`src/rtl/seq_arith_pkg.sv`:
```
// rtl/seq_arith_pkg.sv - shared state and mode encodings for seq_arith_unit
package seq_arith_pkg;

  typedef logic [1:0] state_t;

  localparam state_t ST_IDLE = 2'd0;
  localparam state_t ST_RUN  = 2'd1;
  localparam state_t ST_DONE = 2'd2;

  localparam logic MODE_GCD = 1'b0;
  localparam logic MODE_MUL = 1'b1;

endpackage

```
`src/rtl/seq_arith_ctrl.sv`:
```
// rtl/seq_arith_ctrl.sv - IDLE/RUN/DONE controller with saturating RUN-cycle counter
module seq_arith_ctrl
  import seq_arith_pkg::*;
#(
  parameter int CW = 8
) (
  input  logic          clk,
  input  logic          reset,
  input  logic          start_i,
  input  logic          mode_i,
  input  logic          a_zero_i,
  input  logic          b_zero_i,
  input  logic          iteration_last_i,
  output logic          load_o,
  output logic          step_o,
  output logic          finish_o,
  output logic          busy_o,
  output logic          done_o,
  output logic [CW-1:0] cycles_o
);

  state_t        state_q, state_d;
  logic [CW-1:0] cnt_q, cnt_d;
  logic [CW-1:0] cycles_q, cycles_d;
  logic [CW-1:0] cnt_inc;
  logic          finish_cond;

  assign cnt_inc     = (cnt_q == '1) ? cnt_q : cnt_q + CW'(1);
  assign finish_cond = (mode_i == MODE_MUL) ? iteration_last_i : (a_zero_i | b_zero_i);

  always_comb begin
    state_d  = state_q;
    cnt_d    = cnt_q;
    cycles_d = cycles_q;
    load_o   = 1'b0;
    finish_o = 1'b0;
    case (state_q)
      ST_IDLE, ST_DONE: begin
        if (start_i) begin
          load_o  = 1'b1;
          cnt_d   = '0;
          state_d = ST_RUN;
        end
      end
      ST_RUN: begin
        // the finishing cycle itself is included in the reported count
        if (finish_cond) begin
          finish_o = 1'b1;
          cycles_d = cnt_inc;
          state_d  = ST_DONE;
        end else begin
          cnt_d = cnt_inc;
        end
      end
      default: state_d = ST_IDLE;
    endcase
  end

  always_ff @(posedge clk or posedge reset) begin
    if (reset) begin
      state_q  <= ST_IDLE;
      cnt_q    <= '0;
      cycles_q <= '0;
    end else begin
      state_q  <= state_d;
      cnt_q    <= cnt_d;
      cycles_q <= cycles_d;
    end
  end

  assign step_o   = (state_q == ST_RUN);
  assign busy_o   = (state_q == ST_RUN);
  assign done_o   = (state_q == ST_DONE);
  assign cycles_o = cycles_q;

endmodule

```
`src/rtl/seq_arith_unit.sv`:
```
// rtl/seq_arith_unit.sv - iterative binary-GCD / shift-add multiplier with Start/Done handshake
module seq_arith_unit
  import seq_arith_pkg::*;
#(
  parameter int K  = 16,
  parameter int CW = $clog2(3*K) + 2
) (
  input  logic          clk,
  input  logic          reset,
  input  logic [K-1:0]  A,
  input  logic [K-1:0]  B,
  input  logic          Mode,
  input  logic          Start,
  output logic          Busy,
  output logic          Done,
  output logic [K-1:0]  C,
  output logic          Ovf,
  output logic          Zin,
  output logic [CW-1:0] Cycles
);

  localparam int SW = $clog2(K) + 1;

  logic [K-1:0]   a_q, a_d;
  logic [K-1:0]   b_q, b_d;
  logic           mode_q, mode_d;
  logic [SW-1:0]  s_q, s_d;
  logic [2*K-1:0] acc_q, acc_d;
  logic [K-1:0]   c_q, c_d;
  logic           ovf_q, ovf_d;
  logic           zin_q, zin_d;
  logic [2*K-1:0] prod;

  logic load, step, finish;
  logic a_zero, b_zero, iteration_last;

  assign a_zero         = (a_q == '0);
  assign b_zero         = (b_q == '0);
  assign iteration_last = (s_q == SW'(K-1));

  seq_arith_ctrl #(.CW(CW)) u_ctrl (
    .clk              (clk),
    .reset            (reset),
    .start_i          (Start),
    .mode_i           (mode_q),
    .a_zero_i         (a_zero),
    .b_zero_i         (b_zero),
    .iteration_last_i (iteration_last),
    .load_o           (load),
    .step_o           (step),
    .finish_o         (finish),
    .busy_o           (Busy),
    .done_o           (Done),
    .cycles_o         (Cycles)
  );

  always_comb begin
    a_d    = a_q;
    b_d    = b_q;
    mode_d = mode_q;
    s_d    = s_q;
    acc_d  = acc_q;
    c_d    = c_q;
    ovf_d  = ovf_q;
    zin_d  = zin_q;
    prod   = '0;
    if (load) begin
      a_d    = A;
      b_d    = B;
      mode_d = Mode;
      s_d    = '0;
      acc_d  = '0;
      zin_d  = (A == '0) || (B == '0);
    end else if (step) begin
      if (mode_q == MODE_MUL) begin
        // b is consumed LSB-first, so b_q[0] is multiplier bit s_q
        prod  = acc_q + (b_q[0] ? ({{K{1'b0}}, a_q} << s_q) : '0);
        acc_d = prod;
        b_d   = b_q >> 1;
        s_d   = s_q + SW'(1);
        if (finish) begin
          c_d   = prod[K-1:0];
          ovf_d = |prod[2*K-1:K];
        end
      end else begin
        if (a_zero) begin
          c_d   = b_q << s_q;
          ovf_d = 1'b0;
        end else if (b_zero) begin
          c_d   = a_q << s_q;
          ovf_d = 1'b0;
        end else if (!a_q[0] && !b_q[0]) begin
          a_d = a_q >> 1;
          b_d = b_q >> 1;
          s_d = s_q + SW'(1);
        end else if (!a_q[0]) begin
          a_d = a_q >> 1;
        end else if (!b_q[0]) begin
          b_d = b_q >> 1;
        end else if (a_q >= b_q) begin
          a_d = a_q - b_q;
        end else begin
          b_d = b_q - a_q;
        end
      end
    end
  end

  always_ff @(posedge clk or posedge reset) begin
    if (reset) begin
      a_q    <= '0;
      b_q    <= '0;
      mode_q <= MODE_GCD;
      s_q    <= '0;
      acc_q  <= '0;
      c_q    <= '0;
      ovf_q  <= 1'b0;
      zin_q  <= 1'b0;
    end else begin
      a_q    <= a_d;
      b_q    <= b_d;
      mode_q <= mode_d;
      s_q    <= s_d;
      acc_q  <= acc_d;
      c_q    <= c_d;
      ovf_q  <= ovf_d;
      zin_q  <= zin_d;
    end
  end

  assign C   = c_q;
  assign Ovf = ovf_q;
  assign Zin = zin_q;

endmodule

```
`config.mk`:
```
export PLATFORM = sky130hd
export DESIGN_NAME = seq_arith_unit
export DESIGN_NICKNAME = d
export VERILOG_FILES = /design/src/rtl/seq_arith_pkg.sv /design/src/rtl/seq_arith_ctrl.sv /design/src/rtl/seq_arith_unit.sv
export SDC_FILE = /design/constraint.sdc
export NUM_CORES = 1
export LEC_CHECK = 0
export BUFFER_PORTS_ARGS = -buffer_cell sky130_fd_sc_hd__buf_2
export CORE_ASPECT_RATIO = 1.75
export CORE_MARGIN = 2
export CORE_UTILIZATION = 35
export CTS_CLUSTER_DIAMETER = 100
export DETAILED_ROUTE_END_ITERATION = 10
export PLACE_DENSITY_LB_ADDON = 0.3
export SYNTH_ARGS = -nofsm -noshare
export SYNTH_HDL_FRONTEND = slang
export SYNTH_SLANG_ARGS = --single-unit
```
`constraint.sdc`:
```
create_clock -name clk -period 3.78 [get_ports clk]
set_input_delay 0.189 -clock clk [delete_from_list [all_inputs] [get_ports clk]]
set_output_delay 0.189 -clock clk [all_outputs]
set_load 0.05 [all_outputs]
```
* Word level (Yosys, flattened, before mapping)
Cells that the tools add are included.
** Storage, ports and cells
- Memory bits (read-only) :: 0
- Input port bits :: 36
- RAM bits :: 0
- Output and inout bits :: 28
- Bits in latches :: 0
- Word-level logic and storage cells :: 115
- Flip-flop bits (word level) :: 106
- Memories :: 0
** Cells by class
- $add $sub $neg :: 5
- Order comparisons :: 1
- Eq/ne operators :: 16
- Bitwise operators :: 2
- Multiplexer cells :: 48
- Shift-type cells :: 3
- Reduce and logical (&&, ||, !) cells :: 27
- Multipliers :: 0
- Divide/modulo/power cells :: 0
** Operator list (count)
- 2-to-1 mux 16 bit :: 22
- 2-to-1 mux 32 bit :: 4
- logical NOT 16 bit :: 4
- adder 32 bit :: 1
- left shift 16 x 5 -> 16 bit :: 2
- left shift 16 x 5 -> 32 bit :: 1
- subtractor 16 bit :: 2
- 2-to-1 mux 5 bit :: 6
- 2-to-1 mux 8 bit :: 3
- >= comparator 16 bit :: 1
- case mux 8 bit (2 select lines) :: 1
- AND reduction 4 bit :: 4
- OR reduction 16 bit :: 1
- 2-to-1 mux 1 bit :: 9
- adder 8 x 1 -> 8 bit, second input constant :: 1
- == test 8 bit, second input constant :: 1
- inequality test 2 bit, second input constant :: 4
- inequality test 4 x 1 -> 1 bit, second input constant :: 2
- inequality test 2 x 1 -> 1 bit, second input constant :: 3
- inequality test 3 bit, second input constant :: 2
- AND reduction 2 bit :: 3
- AND reduction 6 bit :: 1
- nonzero test 2 bit :: 3
- nonzero test 3 bit :: 2
- other kinds (17) :: 19

* Longest topological paths before layout
Gate-level depths: netlist (run 1).
- Depth after elaboration :: 10
- Gate-level depth with buffers :: 22
- Mapped depth without buffers :: 20

* By module
From an unflattened synthesis (run 1), not the netlist that was laid out.
** Second synthesis, totals
- Cell total of the unflattened synthesis :: 1242
- Area total of the unflattened synthesis :: 10284.9 sq um
** By module, submodules not included
- seq_arith_unit :: cells each 1144, instances 1, sequential area each 2202.1 sq um, area each 9297.7 sq um
- seq_arith_ctrl :: cells each 98, instances 1, sequential area each 450.4 sq um, area each 987.2 sq um

* Least setup slack after synthesis (run 1)
Ideal clock, no wire load.
- Path kind :: reg-to-reg
- Start :: register s_q[1]
- End :: register ovf_q (netlist: Ovf)
- Period minus slack after synthesis :: 4090 ps
- Arrival :: 3959 ps
- Path slack :: -310 ps
- Setup time :: 131 ps
- Buffers on the path :: 2
- Stages on the path, launching flop included :: 20
- Required time :: 3649 ps
- Cells stage by stage :: dfrtp_1 > clkbuf_1 > inv_2 > buf_1 > mux2_2 > o21ai_0 > nor2_1 > a21oi_1 > nor2b_1 > ha_1 > nand2_1 > nor3_2 > nand2b_1 > a31oi_2 > o21ai_2 > o41ai_2 > xnor2_1 > nand4_1 > nor4_1 > a31oi_1
** On the way
- Word-level cells in the longest chain between the ends :: 6
- Elaborated cells on any way between the ends :: 12
- Classes of those cells :: 1 x add/sub; 2 x eq/ne; 1 x shift; 6 x mux; 2 x reduce/logical
** Ends and longest elaborated chain
- from (decl) :: line seq_arith_unit.sv:27 : logic [SW-1:0] s_q, s_d;
- from (signal assigned) :: line seq_arith_unit.sv:114 : s_q <= '0;
- from (signal assigned) :: line seq_arith_unit.sv:123 : s_q <= s_d;
- left shift 16 x 5 -> 32 bit / == test 5 x 4 -> 1 bit (equally long branches) :: line seq_arith_unit.sv:77, seq_arith_unit.sv:39
- 2-to-1 mux 32 bit / 2-to-1 mux 1 bit (equally long branches) :: line seq_arith_unit.sv:77, seq_arith_ctrl.sv:29
- adder 32 bit / 2-to-1 mux 1 bit (equally long branches) :: line seq_arith_unit.sv:77, seq_arith_ctrl.sv:47
- OR reduction 16 bit / 2-to-1 mux 1 bit (equally long branches) :: line seq_arith_unit.sv:83, seq_arith_ctrl.sv:37
- 2-to-1 mux 1 bit / inequality test 2 x 1 -> 1 bit (equally long branches)
- 2-to-1 mux 1 bit / AND reduction 4 bit (equally long branches)
- to (signal assigned) :: line seq_arith_unit.sv:126 : ovf_q <= ovf_d;
- to (decl) :: line seq_arith_unit.sv:30 : logic ovf_q, ovf_d;
Several ways; a longest one is shown, not always the timed one. The select of a mux whose other input is x is not followed.
A chain may end at the register's enable or synchronous reset.

* Worst setup path after layout (run 1)
- Start :: register s_q[0]
- End :: register ovf_q (netlist: Ovf)
Same word-level chain as after synthesis.

==> results of run 1 <==
[timing repair]
item                                    4_1_cts  5_1_grt
resized for setup                            32       78
hold endpoints to repair                     56        0
setup buffers                                 6       10
endpoints found under the setup margin       18       21
pin swaps                                     7       36
gates cloned                                  0        1
hold buffers                                  1        0
[sequential cells by signal, summed over array words and instances, names as in the netlist]
| signal | flops |
|---|---|
| Ovf | 1 |
| u_ctrl.cnt_q | 8 |
| acc_q | 32 |
| u_ctrl.state_q | 2 |
| C | 16 |
| Zin | 1 |
| a_q | 16 |
| b_q | 16 |
| s_q | 5 |
| mode_q | 1 |
| u_ctrl.cycles_o | 8 |
[report_power, final]
part / switching (mW) / total, mW / internal [mW]
Combinational: 6.21 / 10.5 / 4.33
Sequential: 0.438 / 1.98 / 1.54
Clock: 0.498 / 1.04 / 0.544
[path summary, 6_finish.rpt]
check / from / to / slack, ps / cells past startpoint
setup / recovery: s_q[0] / Ovf / -350 / 20
hold / removal: Mode / mode_q / 30 / 3
setup reg to reg: s_q[0] / Ovf / -350 / 20
hold reg to reg: u_ctrl.cycles_o[1] / u_ctrl.cycles_o[1] / 480 / 2
max in group asynchronous: reset / s_q[0] / 2500 / 4
min in group asynchronous: reset / u_ctrl.state_q[1] / 470 / 3
[per-stage QoR]
step | utilization, % | cells | TNS [ps]
6_report | 46.43 | 1864 | -1004
4_1_cts | 44.67 | 1852 | -550.4
3_5_place_dp | 42.83 | 1829 | -2217
3_3_place_gp | 42.83 | 1829 | -1545
5_1_grt | 46.43 | 1864 | -3080
2_1_floorplan | - | 1271 | 0
[cells in the mapped netlist (8+ instances only)]
| library cell | n |
|---|---|
| nand2b_1 | 13 |
| ha_1 | 67 |
| o221ai_1 | 11 |
| buf_1 | 8 |
| xor2_1 | 25 |
| and3_1 | 12 |
| nor2b_1 | 13 |
| nand3_1 | 58 |
| a22oi_1 | 11 |
| a21oi_1 | 95 |
| a211oi_1 | 15 |
| mux2i_1 | 51 |
| nand2_1 | 163 |
| clkbuf_1 | 52 |
| buf_2 | 9 |
| o21ai_1 | 32 |
| nor4_1 | 19 |
| inv_1 | 48 |
| nor3_1 | 30 |
| nand4_1 | 8 |
| o21ai_0 | 101 |
| a31oi_1 | 21 |
| o31ai_1 | 15 |
| dfrtp_1 | 106 |
| nor2_1 | 94 |
| xnor2_1 | 36 |
| a21o_1 | 26 |
| o22ai_1 | 8 |
[layout make-up]
cell class	instances	area [um^2]	share of cell area, %
clock inverters	5	67.56	0.5202
repair buffers	280	2038	15.69
flip-flops and latches	106	2654	20.43
inverters	54	207.7	1.599
diodes	1	2.502	0.01927
clock buffers	11	242.7	1.869
multi-input cells	1034	7310	56.28
well taps	373	466.7	3.593
[metal layers]
layer | vias to the layer above | global-route usage, % | share of wire [%]
met2 | 317 | 48.78 | 54
li1 | 5036 | - | -
met1 | 5029 | 23.96 | 35
met5 | - | 0 | 0
met3 | 171 | 2.806 | 3.0
met4 | 0 | 19.42 | 8.7
[cell families (layout without fill, tap and decap cells)]
group / Yosys count / after routing
other: 0 / 1
buffers and inverters: 131 / 350
AOI/OAI and AO/OA: 413 / 413
xor gates and xnor gates: 61 / 61
muxes: 60 / 60
adders and majority gates: 70 / 70
and+or+nand+nor: 430 / 430
DFF: 106 / 106
[worst min-delay path: stages]
cell and delay [ps]:
buf_2 70, nand2_1 30, o21ai_0 70
==> metrics.txt, run 1 <==
status=finished with violations; failing checks=setup timing; Starting Density=35.72%; syn_area_per_cell=7.861 um^2; setup ws final=-350.7 ps; clock skew=9.082 ps; Crit-path slowest cell=dfrtp_2; design area=12990 um^2; worst rel slew slack=39.21%; GRT Resource Usage Total=25.11%; Vias per Instance=between 5 and 6; crit-path most repeated cell=a21o_1; cell family with most CP delay=simple AND/OR/NAND/NOR gates; TritonCTS Buffers=9; initial antenna violation count=1; Routed WL=between 30 and 40 mm; H-tree Lvls=3; Tot Pwr=13.55 mW; Worst Setup Path Type=flop to flop; # DRC=0; top post-synthesis cells by area=dfrtp_1 27%, ha_1 8.4%, nand2_1 6.1%; Pre-antenna DRT Iters=5; share of cells above drive strength 1=27.65%; Port Buffers=63; Startpoint Class=flop; FP Rows=81; post-synthesis sequential area ratio=roughly a quarter; # fillers=2815; synthesized instance count=1271; global placer's final weighted congestion=0.9799; Simple-Gate Fraction of Synth Area=~20%; syn_nets=roughly 1400; Crit Path Max Fanout=6; worst path cell trace=buf_12 -> buf_12 -> mux2i_4 -> nand2_1 -> o21ai_2 -> o32a_1 -> buf_4 -> o22a_1 -> nor2_4 -> ha_4 -> a21o_1 -> a21o_1 -> a21o_1 -> or3b_1 -> mux2i_1 -> nor2_1 -> nor4_2 -> nand4_1 -> nor4_2 -> a31oi_1; clock buffer depth=2; Final min period=4131 ps; Slew Limit Fails=0; Critical path buffers and inverters=3; Final period util=109.3%; peak supply drop=0.7940 mV; GR Overflow Total=0; max incr delay on CP=430 ps; synthesized area=9991 um^2; CTS Root Cell=clkbuf_16; actual slew at the worst max-slew pin=908.6 ps; die area=29970 um^2; Synth Area in Adders=8.992%; most common cell after layout, fill and taps aside=buf_4; Layout Area Growth over Synthesis=30.01%; Post-synth ARST share=100.0%; final setup vio count=8; post-synthesis mux area share=6.575%; top-area cell type share of the netlist area=26.55%; largest family of logic cells by synthesized area=compound AO/OA/AOI/OAI gates; RSZ-0062 raised after global routing=yes; Main synth FF type=dfrtp_1; Cell Pwr Density=1043 nW/um^2; worst hold-check path type=input pin to flop; number of global-route vias before repair=10730; CTS tree=yes; dpl cell area=11980 um^2; Synth area leader=dfrtp_1; Critical Path End Type=flop; Synth Area in XOR/XNOR=5.348%; Yosys reg bits=~110; routed length per placed instance=20.17 um; pre-CTS WS=-409.6 ps; Hold Fails Final Rpt=0; core box area=27970 um^2; Yosys warning count=0; via count=10550; Num Clock Sinks=106; Leak=about 6 nW; worst-skew pair later-pin latency=380 ps; Distinct cells, synth=between 80 and 90; MaxCap Viol Count=0; Die X=131.7 um; commonest non-fill, non-tap cells in the layout=207 x buf_4, 159 x nand2_1, 105 x dfrtp_1, 87 x nor2_1, 87 x o21ai_0; pin count of the biggest net entering global routing=58; Antenna Violating Nets Remaining=0; number of flops mapped to enable cells by yosys=0; CP required=approximately 4000 ps; first-pass GRT wire length=58.22 mm; io pins=64; post-DP HPWL=29.37 mm; FMAX=approximately 240 MHz; WP data arrival=4370 ps; Clock transition at path regs=about 80 ps; layout net count=around 1600; final hold slack=25.20 ps; die height=227.5 um; Compound-Gate Fraction of Synth Area=27.20%; DRT iter0 DRCs=587
Note: power is estimated with default switching activity, not from simulation.
==> inputs of run 2 (changes only) <==
--- a/config.mk
+++ b/config.mk
@@ -7,8 +7,8 @@
 export LEC_CHECK = 0
 export BUFFER_PORTS_ARGS = -buffer_cell sky130_fd_sc_hd__buf_2
 export CORE_ASPECT_RATIO = 1.75
-export CORE_MARGIN = 2
-export CORE_UTILIZATION = 35
+export CORE_MARGIN = 5
+export CORE_UTILIZATION = 50
 export CTS_CLUSTER_DIAMETER = 100
 export DETAILED_ROUTE_END_ITERATION = 10
 export PLACE_DENSITY_LB_ADDON = 0.3
==> constraint.sdc (replaced) <==
create_clock -name clk -period 3.78 [get_ports clk]
set_input_delay 0.945 -clock clk [delete_from_list [all_inputs] [get_ports clk]]
set_output_delay 0.945 -clock clk [all_outputs]
set_load 0.05 [all_outputs]
==> run 2 against run 1 <==
  * The run still ends with setup timing left
  * Via count up 2.0%
  * Largest cell class unchanged
  * Register-to-register slack improved by 30 ps
  * Largest power group unchanged
  * Worst setup slack improved by 30 ps
  * Combinational power hardly changed
  * Total power fell by 0.24%
  * Utilization increased by 19 points
  * Sequential cell count is the same
  * Clock-buffer cell count down 2
  * Wire length shrank 1.6%
==> metrics.txt, run 2 (synthesis gave the netlist of run 1 again) <==
die area=23020 um^2; Routed WL=36.98 mm; DRT iter0 DRCs=about 720; worst path cell trace=buf_4 -> mux2i_1 -> buf_4 -> mux2i_1 -> mux2_2 -> o21ai_2 -> nor2_1 -> ha_1 -> nand3_2 -> nor3_4 -> buf_6 -> o311ai_4 -> nand2_2 -> o21ai_4 -> o41ai_2 -> xnor2_1 -> nand4_1 -> nor4_2 -> a31oi_1; Critical Path Start=s_q[0]; Final period util=108.5%; die height=197.0 um; Antenna Violating Nets Remaining=0; status=finished with violations; io pins=64; R2R depth=19; worst-skew pair later-pin latency=380 ps; TritonCTS Buffers=9; Slew Limit Fails=0; routed length per placed instance=approximately 21 um; # hold bufs at CTS=0; setup ws final=-320.8 ps; Pre-antenna DRT Iters=5; Critical Path End Type=flop; worst rel slew slack=about a third; global placer's final weighted congestion=0.9943; Largest register FFs=32; GRT Resource Usage Total=32.01%; MaxCap Viol Count=0; via count=10770; Startpoint Class=flop; # DRC=0; Reg with most FFs=acc_q; Crit Reg-Reg Endpoint=Ovf; Port Buffers=63; initial antenna violation count=0; final hold slack=482.1 ps; cell family with most CP delay=simple AND/OR/NAND/NOR gates; pin count of the biggest net entering global routing=56; most common cell after layout, fill and taps aside=buf_4; Hold Fails Final Rpt=0; commonest non-fill, non-tap cells in the layout=194 x buf_4, 154 x nand2_1, 105 x dfrtp_1, 85 x nor2_1, 81 x o21ai_0; clock skew=14.45 ps; Crit Path Max Fanout=5; Leak=6.059 nW; hold path cells=2; FMAX=~240 MHz; share of cells above drive strength 1=28.59%; dpl cell area=11810 um^2; layout net count=around 1600; peak supply drop=0.8632 mV; Vias per Instance=6.231; core box area=19740 um^2; Layout Area Growth over Synthesis=29.37%; WP data arrival=4360 ps; number of global-route vias before repair=10890; design area=12920 um^2; RSZ-0062 raised after global routing=yes; Crit-path slowest cell=dfrtp_2; Starting Density=50.61%; FP Rows=68; clock buffer depth=2; r2r startpoint=s_q[0]; CTS tree=yes; Num Clock Sinks=106; CTS Root Cell=clkbuf_16; actual slew at the worst max-slew pin=968.4 ps; first-pass GRT wire length=56.99 mm; CP required=a little over 4000 ps; R2R setup slack=-320 ps; CP Capture Point=Ovf; failing checks=setup timing; post-DP HPWL=28.27 mm; worst hold-check path type=flop to flop; GR Overflow Total=0; Final min period=4101 ps; Critical path buffers and inverters=3; Worst Setup Path Type=flop to flop; number of antenna diodes=0; Clock transition at path regs=80 ps; H-tree Lvls=3; Die X=116.9 um; stages on the worst setup path=19; final setup vio count=8; max incr delay on CP=470 ps; Cell Pwr Density=1046 nW/um^2
run 2: where the power goes:
| part | internal, mW | switching, mW |
|---|---|---|
| Sequential | 1.54 | 0.476 |
| Clock | 0.535 | 0.508 |
| Combinational | 4.30 | 6.16 |
| Total | 6.37 | 7.15 |
run 2: per-layer routing:
metal,GRT usage [%],vias to the layer above,wire length (um)
li1,-,5059,-
met1,31.34,5055,12100
met2,57.42,442,19490
met3,4.547,211,1790
met4,26.45,0,3599
met5,0,-,0
run 2: how the worst min path moves through the flow:
stage | start | to | slack (ps)
6_report | C[15] | C[15] | 480
5_1_grt | C[15] | C[15] | 510
4_1_cts | u_ctrl.cycles_o[3] | u_ctrl.cycles_o[3] | 480
3_5_place_dp | u_ctrl.cycles_o[3] | u_ctrl.cycles_o[3] | 460
3_3_place_gp | u_ctrl.cycles_o[1] | u_ctrl.cycles_o[1] | 460
2_1_floorplan | acc_q[17] | acc_q[17] | 470
run 2: worst reg2reg max path: cells and delay by family, from the launching register on:
family,cells,cell delay [ps]
xor gates and xnor gates,1,230
and+or+nand+nor,6,960
buffers and inverters,3,480
adders and majority gates,1,370
DFF,1,470
muxes,3,650
AOI/OAI and AO/OA,5,840
run 2: cell type report:
| cell class | instances | area, um^2 |
|---|---|---|
| Clock buffer | 9 | 225.2 |
| Clock inverter | 7 | 95.09 |
| Fill cell | 1664 | 6814 |
| Inverter | 54 | 207.7 |
| Multi-Input combinational cell | 1034 | 7385 |
| Sequential cell | 106 | 2654 |
| Tap cell | 245 | 306.5 |
| Timing Repair Buffer | 273 | 2052 |
run 2: per-stage QoR:
stage                     util (%)  total power [mW]  worst slack [ps]  std cells  setup TNS [ps]
final                        65.48             13.52            -320.8       1728           -1070
after global routing         65.48             14.37            -481.7       1728           -3173
after CTS                    62.96             12.89            -225.9       1719          -551.9
after detailed placement     59.83             11.51            -438.2       1693           -1513
after global placement       59.83             11.39            -445.8       1693           -1059
after floorplan                  -             8.195             41.21       1271               0
run 2: timing repair:
action	CTS	global route
endpoints found under the setup margin	15	19
cloned	1	1
resized for setup	47	91
buffers inserted	9	11
pin swaps	18	47
